$ cat src/rtl/alu_bist_ctrl.sv
// Self-test controller for a small combinational ALU: sweeps every (A, B, sel) vector,
// checks alu_out against a built-in reference model and records the first failure.
module alu_bist_ctrl #(
    parameter int unsigned WIDTH  = 4,
    parameter int unsigned SETTLE = 1
) (
    input  logic             clk,
    input  logic             rst_n,
    input  logic             start,
    output logic [WIDTH-1:0] alu_a,
    output logic [WIDTH-1:0] alu_b,
    output logic [2:0]       alu_sel,
    input  logic [WIDTH-1:0] alu_out,
    output logic             busy,
    output logic             done,
    output logic             pass,
    output logic [15:0]      err_count,
    output logic [WIDTH-1:0] fail_a,
    output logic [WIDTH-1:0] fail_b,
    output logic [2:0]       fail_sel,
    output logic [WIDTH-1:0] fail_got
);

    localparam int unsigned IW = 2 * WIDTH + 3;
    localparam int unsigned CW = (SETTLE > 1) ? $clog2(SETTLE) : 1;

    typedef enum logic [2:0] {
        IDLE  = 3'd0,
        DRIVE = 3'd1,
        WAIT  = 3'd2,
        CHECK = 3'd3,
        DONE  = 3'd4
    } state_t;

    state_t           state, state_next;
    logic [IW-1:0]    idx, idx_next;
    logic [CW-1:0]    cnt, cnt_next;
    logic [15:0]      err_next;
    logic [WIDTH-1:0] fail_a_next, fail_b_next, fail_got_next;
    logic [2:0]       fail_sel_next;
    logic             busy_next, done_next, pass_next;
    logic [WIDTH-1:0] expected;

    // Vector index doubles as the driven operands: sel is the fastest-moving field.
    assign alu_sel = idx[2:0];
    assign alu_b   = idx[WIDTH+2:3];
    assign alu_a   = idx[IW-1:WIDTH+3];

    // Reference model, results truncated to WIDTH.
    always_comb begin
        expected = '0;
        case (alu_sel)
            3'd0:    expected = alu_a + alu_b;
            3'd1:    expected = alu_a - alu_b;
            3'd2:    expected = alu_a & alu_b;
            3'd3:    expected = alu_a | alu_b;
            3'd4:    expected = alu_a ^ alu_b;
            3'd5:    expected = ~alu_a;
            3'd6:    expected = {alu_a[WIDTH-2:0], 1'b0};
            default: expected = {1'b0, alu_a[WIDTH-1:1]};
        endcase
    end

    always_ff @(posedge clk) begin
        if (!rst_n) begin
            state     <= IDLE;
            idx       <= '0;
            cnt       <= '0;
            busy      <= 1'b0;
            done      <= 1'b0;
            pass      <= 1'b0;
            err_count <= '0;
            fail_a    <= '0;
            fail_b    <= '0;
            fail_sel  <= '0;
            fail_got  <= '0;
        end else begin
            state     <= state_next;
            idx       <= idx_next;
            cnt       <= cnt_next;
            busy      <= busy_next;
            done      <= done_next;
            pass      <= pass_next;
            err_count <= err_next;
            fail_a    <= fail_a_next;
            fail_b    <= fail_b_next;
            fail_sel  <= fail_sel_next;
            fail_got  <= fail_got_next;
        end
    end

    always_comb begin
        state_next    = state;
        idx_next      = idx;
        cnt_next      = cnt;
        err_next      = err_count;
        fail_a_next   = fail_a;
        fail_b_next   = fail_b;
        fail_sel_next = fail_sel;
        fail_got_next = fail_got;

        case (state)
            IDLE, DONE: begin
                if (start) begin
                    state_next    = DRIVE;
                    idx_next      = '0;
                    err_next      = '0;
                    fail_a_next   = '0;
                    fail_b_next   = '0;
                    fail_sel_next = '0;
                    fail_got_next = '0;
                end
            end
            DRIVE: begin
                state_next = WAIT;
                cnt_next   = '0;
            end
            WAIT: begin
                if (cnt == CW'(SETTLE - 1)) state_next = CHECK;
                else                        cnt_next   = cnt + CW'(1);
            end
            CHECK: begin
                if (alu_out != expected) begin
                    if (err_count != 16'hFFFF) err_next = err_count + 16'd1;
                    // Only the first mismatch of a sweep is recorded.
                    if (err_count == 16'd0) begin
                        fail_a_next   = alu_a;
                        fail_b_next   = alu_b;
                        fail_sel_next = alu_sel;
                        fail_got_next = alu_out;
                    end
                end
                if (idx == '1) begin
                    state_next = DONE;
                end else begin
                    state_next = DRIVE;
                    idx_next   = idx + IW'(1);
                end
            end
            default: state_next = IDLE;
        endcase

        busy_next = (state_next == DRIVE) || (state_next == WAIT) || (state_next == CHECK);
        done_next = (state_next == DONE);
        pass_next = done_next && (err_next == 16'd0);
    end

endmodule

$ cat config.mk
export PLATFORM = sky130hd
export DESIGN_NAME = alu_bist_ctrl
export DESIGN_NICKNAME = d
export VERILOG_FILES = /design/src/rtl/alu_bist_ctrl.sv
export SDC_FILE = /design/constraint.sdc
export NUM_CORES = 1
export LEC_CHECK = 0
export BUFFER_PORTS_ARGS = -buffer_cell sky130_fd_sc_hd__buf_2
export CAP_MARGIN = 20
export CORE_MARGIN = 2
export CORE_UTILIZATION = 57
export CTS_CLUSTER_DIAMETER = 120
export DETAILED_ROUTE_END_ITERATION = 16
export PLACE_DENSITY_LB_ADDON = 0.1
export SLEW_MARGIN = 10
export SYNTH_ARGS = -nofsm -noshare
export SYNTH_HDL_FRONTEND = slang
export SYNTH_SLANG_ARGS = --single-unit
$ cat constraint.sdc
create_clock -name clk -period 12.1 [get_ports clk]
set_input_delay 0 -clock clk [delete_from_list [all_inputs] [get_ports clk]]
set_output_delay 0 -clock clk [all_outputs]
set_load 0.005 [all_outputs]
# Yosys cells after proc, flatten, opt, wreduce, memory -nomap -nowiden
# Index checks and enable logic that the tools add are counted.
# word_totals
regBits	49
inputBits	7
output_inout_bits	45
word_cells	81
# classes
n_addsub	5
n_eq_ne	21
mux	28
bitwise_logic	4
reduce_logical	12
# ops
op	count
$mux W16	3
$logic_not A16 Y1	2
$pmux W16 S2	1
$mux W4	7
$pmux W4 S7	1
$pmux W4 S2	3
$mux W11	2
$pmux W11 S2	1
$eq A3 B2 Y1 const B	6
$mux W3	6
$add A16 B1 Y16 const B	1
$ne A16 B16 Y1 const B	1
$eq A3 B3 Y1 const B	5
$pmux W3 S4	1
$add A11 B1 Y11 const B	1
$eq A11 B11 Y1 const B	1
$eq A3 B1 Y1 const B	3
$ne A2 B2 Y1 const B	4
$logic_not A3 Y1	2
$pmux W3 S2	1
$add A4 B4 Y4	1
$and A4 B4 Y4	1
$ne A4 B4 Y1	1
$not A4 Y4	1
12 further kinds	14

# Depth between registers and ports, before layout
# Gate-level depths: netlist of run 1.
# logic_depth
ltp_word	7
ltp_mapped	17
depth_no_buf	17

# Least setup slack after synthesis of run 1
# OpenSTA, ideal clock, no wires.
# synth_path
path_type	register to register
start	reg idx[1]
end	reg pass
setup_ps	88
arrival_ps	3956
path_slack_ps	8056
path_stages_with_launch	17
period_less_slack_ps	4044
path_cell_list	dfxtp_1 -> inv_1 -> ha_1 -> and2b_2 -> nor2_1 -> xnor2_1 -> ha_1 -> xnor2_1 -> a222oi_1 -> o221a_2 -> xnor2_2 -> nor3_2 -> and2_4 -> o32a_1 -> or4_1 -> or4_1 -> nor4_2
# synth_via
elab_chain_len	7
# synth_lines
element	line_no	rtl
from (decl)	36	logic [IW-1:0] idx, idx_next;
from (signal assigned)	79	idx <= idx_next;
$eq A3 B3 Y1 (tied with other cells)	52	case (alu_sel)
$pmux W4 S7	52	
$ne A4 B4 Y1	123	if (alu_out != expected) begin
$mux W16	123	
$pmux W16 S2	102	case (state)
$logic_not A16 Y1	145	pass_next = done_next && (err_next == 16'd0);
$logic_and A1 B1 Y1 *	145	
to (signal assigned)	83	pass <= pass_next;
to (decl)	16	output logic pass,
# Every way passes the cells marked *; elsewhere a longest branch is shown, timed or not.
# A chain may end at the register's enable or synchronous reset.

# Final worst setup path of run 1
# Ends and elaborated chain as after synthesis.

==> results of run 1 <==
-- what timing repair did --
item | CTS | global route
gates resized for setup | 0 | 0
hold buffers | 2 | 0
endpoints found under the hold margin | 2 | 0
-- state kept, by name, indices dropped and copies added (netlist names) --
name / flops
busy: 1
done: 1
err_count: 16
fail_a: 4
fail_b: 4
fail_got: 4
fail_sel: 3
idx: 11
pass: 1
state: 3
-- kinds of logic after synthesis --
kind of cell    after synthesis  synth area share [%]
xor+xnor                     15                 4.835
fa+ha+maj                    21                 8.926
compound gates               85                 18.39
mux                           7                 2.314
buf+inv                      34                 4.586
simple gates                172                 29.22
flops                        48                 31.74
-- routing by layer --
layer	vias up	global-route usage [%]	wire length, um
met5	-	0	0
met4	0	14.55	330
met3	35	4.706	702
met2	177	46.14	3874
met1	1399	35.84	3444
li1	1477	-	-
-- layout make-up --
class / count / area (um2)
inverter: 19 / 71.32
clock buffer: 5 / 68.82
timing repair buffer: 53 / 275.3
tap: 70 / 87.58
sequential: 48 / 960.9
multi-input combinational: 300 / 1928
fill: 448 / 1669
clock inverter: 3 / 46.29
-- critical path: stages (launching register included) --
cell	delay, ns
dfxtp_1	0.48
inv_1	0.12
ha_1	0.29
nand2b_1	0.16
o21ai_0	0.16
fa_1	0.44
xnor2_1	0.14
a222oi_1	0.31
o221a_2	0.27
xnor2_2	0.06
nor3_2	0.46
a2111oi_0	0.21
a311oi_1	0.43
o211ai_1	0.20
or4_1	0.55
nor4_2	0.26
-- metrics by stage --
step	setup slack, ns	area, um2	total power (W)	utilization [%]	std cells
4_1_cts	7.571	3438	0.0003340	67.32	498
2_1_floorplan	8.056	3028	0.0002004	-	382
3_3_place_gp	7.717	3303	0.0002128	64.67	488
3_5_place_dp	7.581	3303	0.0002131	64.67	488
6_report	7.463	3438	0.0003339	67.32	498
5_1_grt	7.181	3438	0.0003472	67.32	498
-- power by group through the flow --
stage / Clock (W) / Sequential [W] / Combinational [W]
detailed placement: 0 / 0.000168 / 0.0000453
global placement: 0 / 0.000168 / 0.0000451
global route: 0.000131 / 0.000165 / 0.0000514
CTS: 0.000124 / 0.000164 / 0.0000459
floorplan: 0 / 0.000167 / 0.0000333
finish: 0.000123 / 0.000164 / 0.0000465
-- layout by cell type (no fill, tap or decap), types with 3 or more instances in the layout --
master     count
nor2_1        34
o21ai_0       10
a222oi_1       3
a22oi_1        3
ha_1          20
nand3_1       27
a21oi_1       33
inv_1         18
buf_2         51
mux2i_1        7
nor3_1        12
and2_1         8
nand2b_1       6
a2111oi_0      4
nor2b_1        5
xnor2_1       11
nor4_1         8
dfxtp_1       48
or3_1          4
a31oi_1        7
a211oi_1       5
nand2_1       39
nand4_1       12
clkbuf_8       5
-- synth_stat cells (3+ instances only) --
| master | instances |
|---|---|
| nor4_1 | 8 |
| a211oi_1 | 5 |
| nor3_1 | 12 |
| a22oi_1 | 3 |
| nand3_1 | 27 |
| nand2b_1 | 6 |
| clkbuf_1 | 12 |
| a21oi_1 | 33 |
| mux2i_1 | 7 |
| inv_1 | 18 |
| nand4_1 | 12 |
| a2111oi_0 | 4 |
| nand2_1 | 39 |
| a222oi_1 | 3 |
| or3_1 | 4 |
| xnor2_1 | 11 |
| nor2b_1 | 5 |
| ha_1 | 20 |
| dfxtp_1 | 48 |
| nor2_1 | 34 |
| a31oi_1 | 7 |
| and2_1 | 8 |
| o21ai_0 | 10 |
-- worst max path at each step --
stage	cells after the start	startpoint	endpoint	slack (ns)
2_1_floorplan	16	idx[1]$_SDFFE_PN0P_	pass$_SDFF_PN0_	8.06
5_1_grt	15	idx[1]$_SDFFE_PN0P_	pass$_SDFF_PN0_	7.18
3_5_place_dp	15	idx[1]$_SDFFE_PN0P_	pass$_SDFF_PN0_	7.58
6_report	15	idx[1]$_SDFFE_PN0P_	pass$_SDFF_PN0_	7.46
4_1_cts	15	idx[1]$_SDFFE_PN0P_	pass$_SDFF_PN0_	7.57
3_3_place_gp	16	idx[1]$_SDFFE_PN0P_	pass$_SDFF_PN0_	7.72
==> flow_summary_export.csv, run 1 <==
group,metric,value,unit
outcome,outcome,"finished, violations left",
outcome,failed_checks,"hold timing",
power_and_ir_drop,internal_power,0.0002366,W
floorplan,die_w,76.89,um
logic_synthesis,ys_seq_elements,48,
logic_synthesis,yosysTopAreaCell,"dfxtp_1",
clock_network,clk_latency,0.31,ns
timing,clock.fmax,215.7,MHz
route,drtPass1Iterations,5,
clock_network,root_buffer,"clkbuf_8",
logic_synthesis,syn_nets,410,
floorplan,die_h,76.89,um
clock_network,post_cts_buffers,0,
logic_synthesis,synthDominantCellAreaShare,31.74,%
timing,setup_violations,0,
power_and_ir_drop,power_frac_comb,13.9,%
logic_synthesis,synth_cell_type_count,58,
run,drv_cap,0,
worst_hold_path,hold_end,"err_count[2]$_SDFF_PN0_",
logic_synthesis,async_flop_share,0,%
power_and_ir_drop,p_seq_share,49.1,%
power_and_ir_drop,power_density,97.12,mW/mm2
global_route,grt_first_pass_wirelength,13.37,mm
power_and_ir_drop,vdd_drop_max,52.91,uV
timing,rsz0062_at_grt,"false",
floorplan,dieArea,0.005911,mm2
timing,skew,0.007933,ns
critical_path,r2r-start,"idx[1]$_SDFFE_PN0P_",
global_route,grt_overflow,0,
critical_path,r2r_cells,15,
critical_path,crit_required,12.32,ns
route,ant_nets,0,
critical_path,critPathMaxFanout,9,
clock_network,htree_num_levels,2,
final_layout,drive_gt1_share,17.99,%
place,finalWeightedCongestion,0.9706,
clock_network,cts_tree,"yes",
route,vias,3088,
floorplan,initial_core_util,59.28,%
logic_synthesis,yosys-top-cells-area,"dfxtp_1, ha_1, a21oi_1",
critical_path,cp-end-kind,"flop",
timing,period_minus_slack,4.637,ns
logic_synthesis,syn_avg_cell_area,7.926,um2
clock_network,cts_sinks,48,
final_layout,nets,455,
route,wire_per_inst,16.77,um
floorplan,rows,26,
clock_network,clockBufferDepth,2,
logic_synthesis,synth_edf_count,0,
route,drt_wl_total,8.351,mm
power_and_ir_drop,switchingPower,0.00009727,W
route,vias_per_cell,6.201,
timing,max-slew-margin-rel,32.98,%
critical_path,arrival,4.86,ns
timing,setup_tns,0,ns
logic_synthesis,syn_area,0.003028,mm2
route,drt_first_iter_violations,295,
global_route,track_usage,28.26,%
route,drc,0,
final_layout,syn_to_final_growth,13.55,%
worst_hold_path,holdPathStages,2,
logic_synthesis,ys.flop_type,"dfxtp_1",
clock_network,path_clk_slew,0.10,ns
power_and_ir_drop,p_leak,1.400,nW
timing,tightestPinTransition,1.005,ns
final_layout,antenna_cells,0,
logic_synthesis,yosysWarnings,0,
floorplan,design.core.area,0.005107,mm2
critical_path,r2r_end,"pass$_SDFF_PN0_",
place,hpwlAfterDp,6.123,mm
logic_synthesis,seq_area_frac_synth,31.74,%
clock_network,cts_buffers,5,
global_route,grt_max_degree,30,
critical_path,ff2ff_setup_slack,7.46,ns
power_and_ir_drop,p_sw_share,29.13,%
logic_synthesis,netlist_instances,382,
place,io_buffers,51,
critical_path,crit_type,"flop to flop",
timing,fin_crit_sh,38.32,%
power_and_ir_drop,p_clk_share,36.9,%
worst_hold_path,min_from,"rst_n",
critical_path,cp-start-kind,"flop",
global_route,grt_pass1_vias,2796,
global_route,grt_antenna_before_repair,0,
timing,whs,-0.008754,ns
timing,final_max_slew_viol_count,0,
floorplan,ioPinCount,52,
worst_hold_path,hp-class,"input pin to flop",
timing,hold_viol_final,3,
Power figures use the tool's default switching activity.
==> inputs of run 2 (changes only) <==
Settings changed: CORE_UTILIZATION 57 to 56.
Clock period 12.1 ns to 4.8 ns, I/O delays scaled along.
==> flow_summary_export.csv, run 2 (synthesis results as in run 1) <==
group,metric,value,unit
timing,skew,0.01197,ns
global_route,grt_antenna_before_repair,0,
floorplan,initial_core_util,58.54,%
critical_path,cp-start-kind,"flop",
timing,rsz0062_at_grt,"false",
final_layout,nFillCells,464,
outcome,outcome,"complete, no violations",
final_layout,multi_input_area,0.001928,mm2
timing,final_max_slew_viol_count,0,
critical_path,crit_path_start,"idx[1]$_SDFFE_PN0P_",
floorplan,die_w,77.53,um
place,hpwlAfterDp,6.103,mm
clock_network,root_buffer,"clkbuf_8",
route,wire_per_inst,16.29,um
floorplan,rows,26,
place,finalWeightedCongestion,0.9602,
critical_path,arrival,4.70,ns
critical_path,r2r_cells,16,
final_layout,layout_commonest_cell,"buf_2",
final_layout,fin_area,0.003451,mm2
clock_network,cts_buffers,5,
timing,setup_violations,0,
clock_network,clk_latency,0.31,ns
final_layout,top_register,"err_count",
power_and_ir_drop,vdd_drop_max,171.4,uV
worst_hold_path,hp-class,"input pin to flop",
floorplan,design.core.area,0.005172,mm2
place,placed_area,0.003326,mm2
final_layout,utilization,66.72,%
clock_network,cts_tree,"yes",
final_layout,mostFrequentLayoutCells,"buf_2, dfxtp_1, nand2_1",
final_layout,syn_to_final_growth,13.97,%
timing,period_minus_slack,4.486,ns
route,vias_per_cell,6.156,
power_and_ir_drop,p_leak,1.411,nW
clock_network,htree_num_levels,2,
floorplan,die_h,77.53,um
critical_path,cp_cell_sequence,"inv_1 -> ha_1 -> and2b_2 -> nor2_1 -> xnor2_1 -> ha_1 -> xnor2_1 -> a222oi_1 -> o221a_2 -> xnor2_2 -> nor3_2 -> a21oi_1 -> mux2i_1 -> or4_1 -> or4_1 -> nor4_2",
timing,hold_viol_final,0,
critical_path,r2r_end,"pass$_SDFF_PN0_",
timing,max-slew-margin-rel,37.34,%
clock_network,clockBufferDepth,2,
critical_path,critPathMaxFanout,9,
floorplan,dieArea,0.006011,mm2
global_route,grt_pass1_vias,2765,
timing,setup_tns,0,ns
route,vias,3078,
critical_path,crit_type,"flop to flop",
critical_path,crit_slowest_cell,"or4_1",
global_route,track_usage,27.88,%
final_layout,nets,457,
route,ant_nets,0,
run,drv_cap,0,
route,drt_first_iter_violations,352,
critical_path,ff2ff_setup_slack,0.31,ns
power_and_ir_drop,power_density,243.2,mW/mm2
critical_path,crit_required,5.01,ns
final_layout,drive_gt1_share,18.60,%
final_layout,area.sequential,960.9,um2
final_layout,largestRegisters,"err_count: 16 flops, idx: 11 flops",
critical_path,r2r-start,"idx[1]$_SDFFE_PN0P_",
critical_path,worstSetupEndpoint,"pass$_SDFF_PN0_",
floorplan,ioPinCount,52,
clock_network,cts_sinks,48,
place,io_buffers,51,
global_route,grt_max_degree,29,
final_layout,antenna_cells,0,
timing,tightestPinTransition,0.9379,ns
timing,clock.fmax,222.9,MHz
critical_path,cp-end-kind,"flop",
final_layout,largest_reg_flops,16,
critical_path,slowest_delay,0.51,ns
timing,fin_crit_sh,93.45,%
route,drtPass1Iterations,6,
global_route,grt_first_pass_wirelength,13.44,mm
route,drc,0,
route,drt_wl_total,8.147,mm
global_route,grt_overflow,0,
clock_network,path_clk_slew,0.09,ns
[run 2: cell types whose count changed in the layout (fill, tap and decap cells not counted), sizes merged]
cell / change
buf: +3
dlygate4sd3: -1
[run 2: per-layer routing]
layer	vias to the layer above	track usage (%)	wire, um	share of wire [%]
li1	1477	-	-	-
met5	-	0	0	0
met4	0	12.14	255	3.1
met3	26	4.186	642	7.9
met1	1413	35.44	3291	40
met2	162	46.87	3958	49
[run 2: worst min-delay path by stage]
stage,from,endpoint,depth (start not counted)
after global placement,alu_out[0],fail_got[0]$_SDFFE_PN0P_,3
after CTS,rst_n,err_count[6]$_SDFF_PN0_,2
after detailed placement,alu_out[0],fail_got[0]$_SDFFE_PN0P_,3
after floorplan,rst_n,err_count[10]$_SDFF_PN0_,1
after global routing,rst_n,err_count[4]$_SDFF_PN0_,2
final,rst_n,err_count[4]$_SDFF_PN0_,2
[run 2: cell type report]
type                    count  area share [%]
clock buffers               5           1.994
multi-input cells         300           55.87
well taps                  70           2.538
repair buffers             55           8.339
clock inverters             3           1.342
inverters                  19           2.067
flip-flops and latches     48           27.85
[run 2: through the flow]
stage	std cells	total power [W]	hold slack (ns)	setup WS, ns
2_1_floorplan	382	0.0005051	0.1217	0.7559
3_3_place_gp	491	0.0005400	0.3063	0.5075
3_5_place_dp	491	0.0005403	0.3111	0.3664
4_1_cts	500	0.0008420	0.007082	0.3435
5_1_grt	500	0.0008731	0.01913	0.01970
6_report	500	0.0008391	0.004590	0.3144
[run 2: repair_timing]
action	4_1_cts	5_1_grt
hold buffers	1	0
hold endpoints to repair	1	0
gates resized for setup	0	1
setup buffers	0	0
setup endpoints to repair	0	1
[run 2: critical path, delay by kind of cell (launching register included)]
| family | cells | cell delay [ns] |
|---|---|---|
| flops | 1 | 0.50 |
| mux | 1 | 0.15 |
| compound gates | 3 | 0.71 |
| xor+xnor | 3 | 0.34 |
| fa+ha+maj | 2 | 0.58 |
| buf+inv | 1 | 0.13 |
| simple gates | 6 | 1.96 |
[run 2: power by group]
group / leakage (nW) / switching, W / total, W / internal (W)
combinational: 0.969 / 0.0000838 / 0.000121 / 0.0000367
sequential: 0.387 / 0.00000862 / 0.000413 / 0.000405
clock: 0.0548 / 0.000148 / 0.000305 / 0.000157
==> inputs of run 3 (changes only) <==
Settings changed: CORE_UTILIZATION 56 to 57.
Clock period 4.8 ns to 5.4 ns, I/O delays scaled along.
==> flow_summary_export.csv, run 3 (synthesis results as in run 1) <==
group,metric,value,unit
timing,period_minus_slack,4.584,ns
route,drt_wl_total,8.610,mm
critical_path,crit_required,5.62,ns
timing,final_max_slew_viol_count,0,
global_route,grt_first_pass_wirelength,14.26,mm
timing,hold_viol_final,0,
place,finalWeightedCongestion,0.9921,
floorplan,rows,26,
route,wl_met1,3.551,mm
final_layout,nets,456,
run,drv_cap,0,
critical_path,cp-start-kind,"flop",
worst_hold_path,min_from,"alu_out[2]",
power_and_ir_drop,p_leak,1.404,nW
critical_path,r2r_cells,16,
clock_network,cts_resized,0,
final_layout,drive_gt1_share,18.18,%
route,drtPass1Iterations,5,
critical_path,r2r_end,"pass$_SDFF_PN0_",
route,wire_per_inst,17.25,um
critical_path,critPathMaxFanout,9,
floorplan,design.core.area,0.005107,mm2
timing,max-slew-margin-rel,31.59,%
final_layout,antenna_cells,0,
clock_network,cts_buffers,5,
floorplan,ioPinCount,52,
global_route,grt_max_degree,30,
worst_hold_path,hp-class,"input pin to flop",
final_layout,top_register,"err_count",
place,hpwlAfterDp,6.266,mm
clock_network,htree_num_levels,2,
floorplan,die_h,76.89,um
final_layout,instances_no_fill,499,
route,drt_first_iter_violations,321,
timing,skew,0.01270,ns
timing,fin_crit_sh,84.88,%
critical_path,r2r-start,"idx[1]$_SDFFE_PN0P_",
clock_network,post_cts_buffers,0,
route,ant_nets,0,
floorplan,dieArea,0.005911,mm2
final_layout,mostFrequentLayoutCells,"buf_2, dfxtp_1, nand2_1",
critical_path,crit_type,"flop to flop",
route,vias,3159,
clock_network,clockBufferDepth,2,
outcome,outcome,"complete, no violations",
timing,clock.fmax,218.2,MHz
power_and_ir_drop,power_density,217.3,mW/mm2
clock_network,cts_tree,"yes",
place,io_buffers,51,
clock_network,clk_latency,0.31,ns
route,vias_per_cell,6.331,
worst_hold_path,hold_end,"fail_got[2]$_SDFFE_PN0P_",
final_layout,syn_to_final_growth,13.80,%
final_layout,layout_commonest_cell,"buf_2",
clock_network,path_clk_slew,0.09,ns
place,dp_cells,489,
worst_hold_path,holdPathStages,3,
clock_network,cts_sinks,48,
timing,rsz0062_at_grt,"false",
route,met3WireLength,699,um
critical_path,cp-end-kind,"flop",
global_route,grt_pass1_vias,2960,
route,wl_met2,3.944,mm
floorplan,initial_core_util,59.28,%
final_layout,largestRegisters,"err_count: 16 flops, idx: 11 flops",
final_layout,largest_reg_flops,16,
timing,tightestPinTransition,1.026,ns
global_route,grt_overflow,0,
critical_path,ff2ff_setup_slack,0.82,ns
clock_network,root_buffer,"clkbuf_8",
final_layout,area.sequential,960.9,um2
final_layout,nFillCells,458,
floorplan,die_w,76.89,um
global_route,grt_antenna_before_repair,0,
global_route,track_usage,29.48,%
timing,setup_violations,0,
power_and_ir_drop,vdd_drop_max,140.7,uV
final_layout,multi_input_area,0.001928,mm2
critical_path,arrival,4.80,ns
route,highest_layer,"met4",
route,drc,0,
timing,setup_tns,0,ns
-- run 3: per-layer routing --
| layer | up-vias | track usage (%) |
|---|---|---|
| met5 | - | 0 |
| met4 | 0 | 14.36 |
| li1 | 1478 | - |
| met3 | 49 | 4.706 |
| met2 | 188 | 47.98 |
| met1 | 1444 | 37.99 |
-- run 3: per-stage QoR --
| step | util [%] | setup WS (ns) | power (W) | hold slack, ns | instance area (um2) |
|---|---|---|---|---|---|
| detailed placement | 64.82 | 0.9295 | 0.0004810 | 0.3166 | 3311 |
| CTS | 67.47 | 0.9168 | 0.0007502 | 0.003572 | 3446 |
| global route | 67.47 | 0.5200 | 0.0007806 | 0.01086 | 3446 |
| finish | 67.47 | 0.8163 | 0.0007489 | 0.005075 | 3446 |
| global placement | 64.82 | 1.109 | 0.0004796 | 0.3160 | 3311 |
| floorplan | - | 1.356 | 0.0004490 | 0.1217 | 3028 |
-- run 3: repair_timing --
action                                  in CTS  in global routing
endpoints found under the setup margin       0                  0
endpoints found under the hold margin        2                  0
hold buffers                                 2                  0
-- run 3: layout make-up --
| type | count | area share [%] |
|---|---|---|
| tap | 70 | 2.542 |
| timing repair buffer | 54 | 8.206 |
| clock inverter | 3 | 1.344 |
| inverter | 19 | 2.070 |
| clock buffer | 5 | 1.997 |
| sequential | 48 | 27.89 |
| multi-input combinational | 300 | 55.96 |
-- run 3: worst max path at each step --
stage                              from              end  slack (ns)  depth (start not counted)
floorplan           idx[1]$_SDFFE_PN0P_  pass$_SDFF_PN0_        1.36                         16
global placement    idx[1]$_SDFFE_PN0P_  pass$_SDFF_PN0_        1.11                         16
detailed placement  idx[1]$_SDFFE_PN0P_  pass$_SDFF_PN0_        0.93                         16
CTS                 idx[1]$_SDFFE_PN0P_  pass$_SDFF_PN0_        0.92                         16
global route        idx[1]$_SDFFE_PN0P_  pass$_SDFF_PN0_        0.52                         16
finish              idx[1]$_SDFFE_PN0P_  pass$_SDFF_PN0_        0.82                         16
-- run 3: worst max-delay path: stages, from the launching register on --
cell	delay, ns
dfxtp_1	0.49
inv_1	0.13
ha_1	0.28
and2b_2	0.24
nor2_1	0.13
xnor2_1	0.14
ha_1	0.28
xnor2_1	0.15
a222oi_1	0.36
o221a_2	0.28
xnor2_2	0.06
nor3_2	0.45
a2111oi_0	0.21
a311oi_1	0.36
o211ai_1	0.16
or4_1	0.53
nor4_2	0.25
-- run 3: report_power, final --
part / leakage (nW) / total (W) / switching (W) / internal [W]
Combinational: 0.962 / 0.000109 / 0.0000764 / 0.0000327
Clock: 0.0548 / 0.000272 / 0.000132 / 0.000140
Sequential: 0.387 / 0.000368 / 0.00000793 / 0.000360
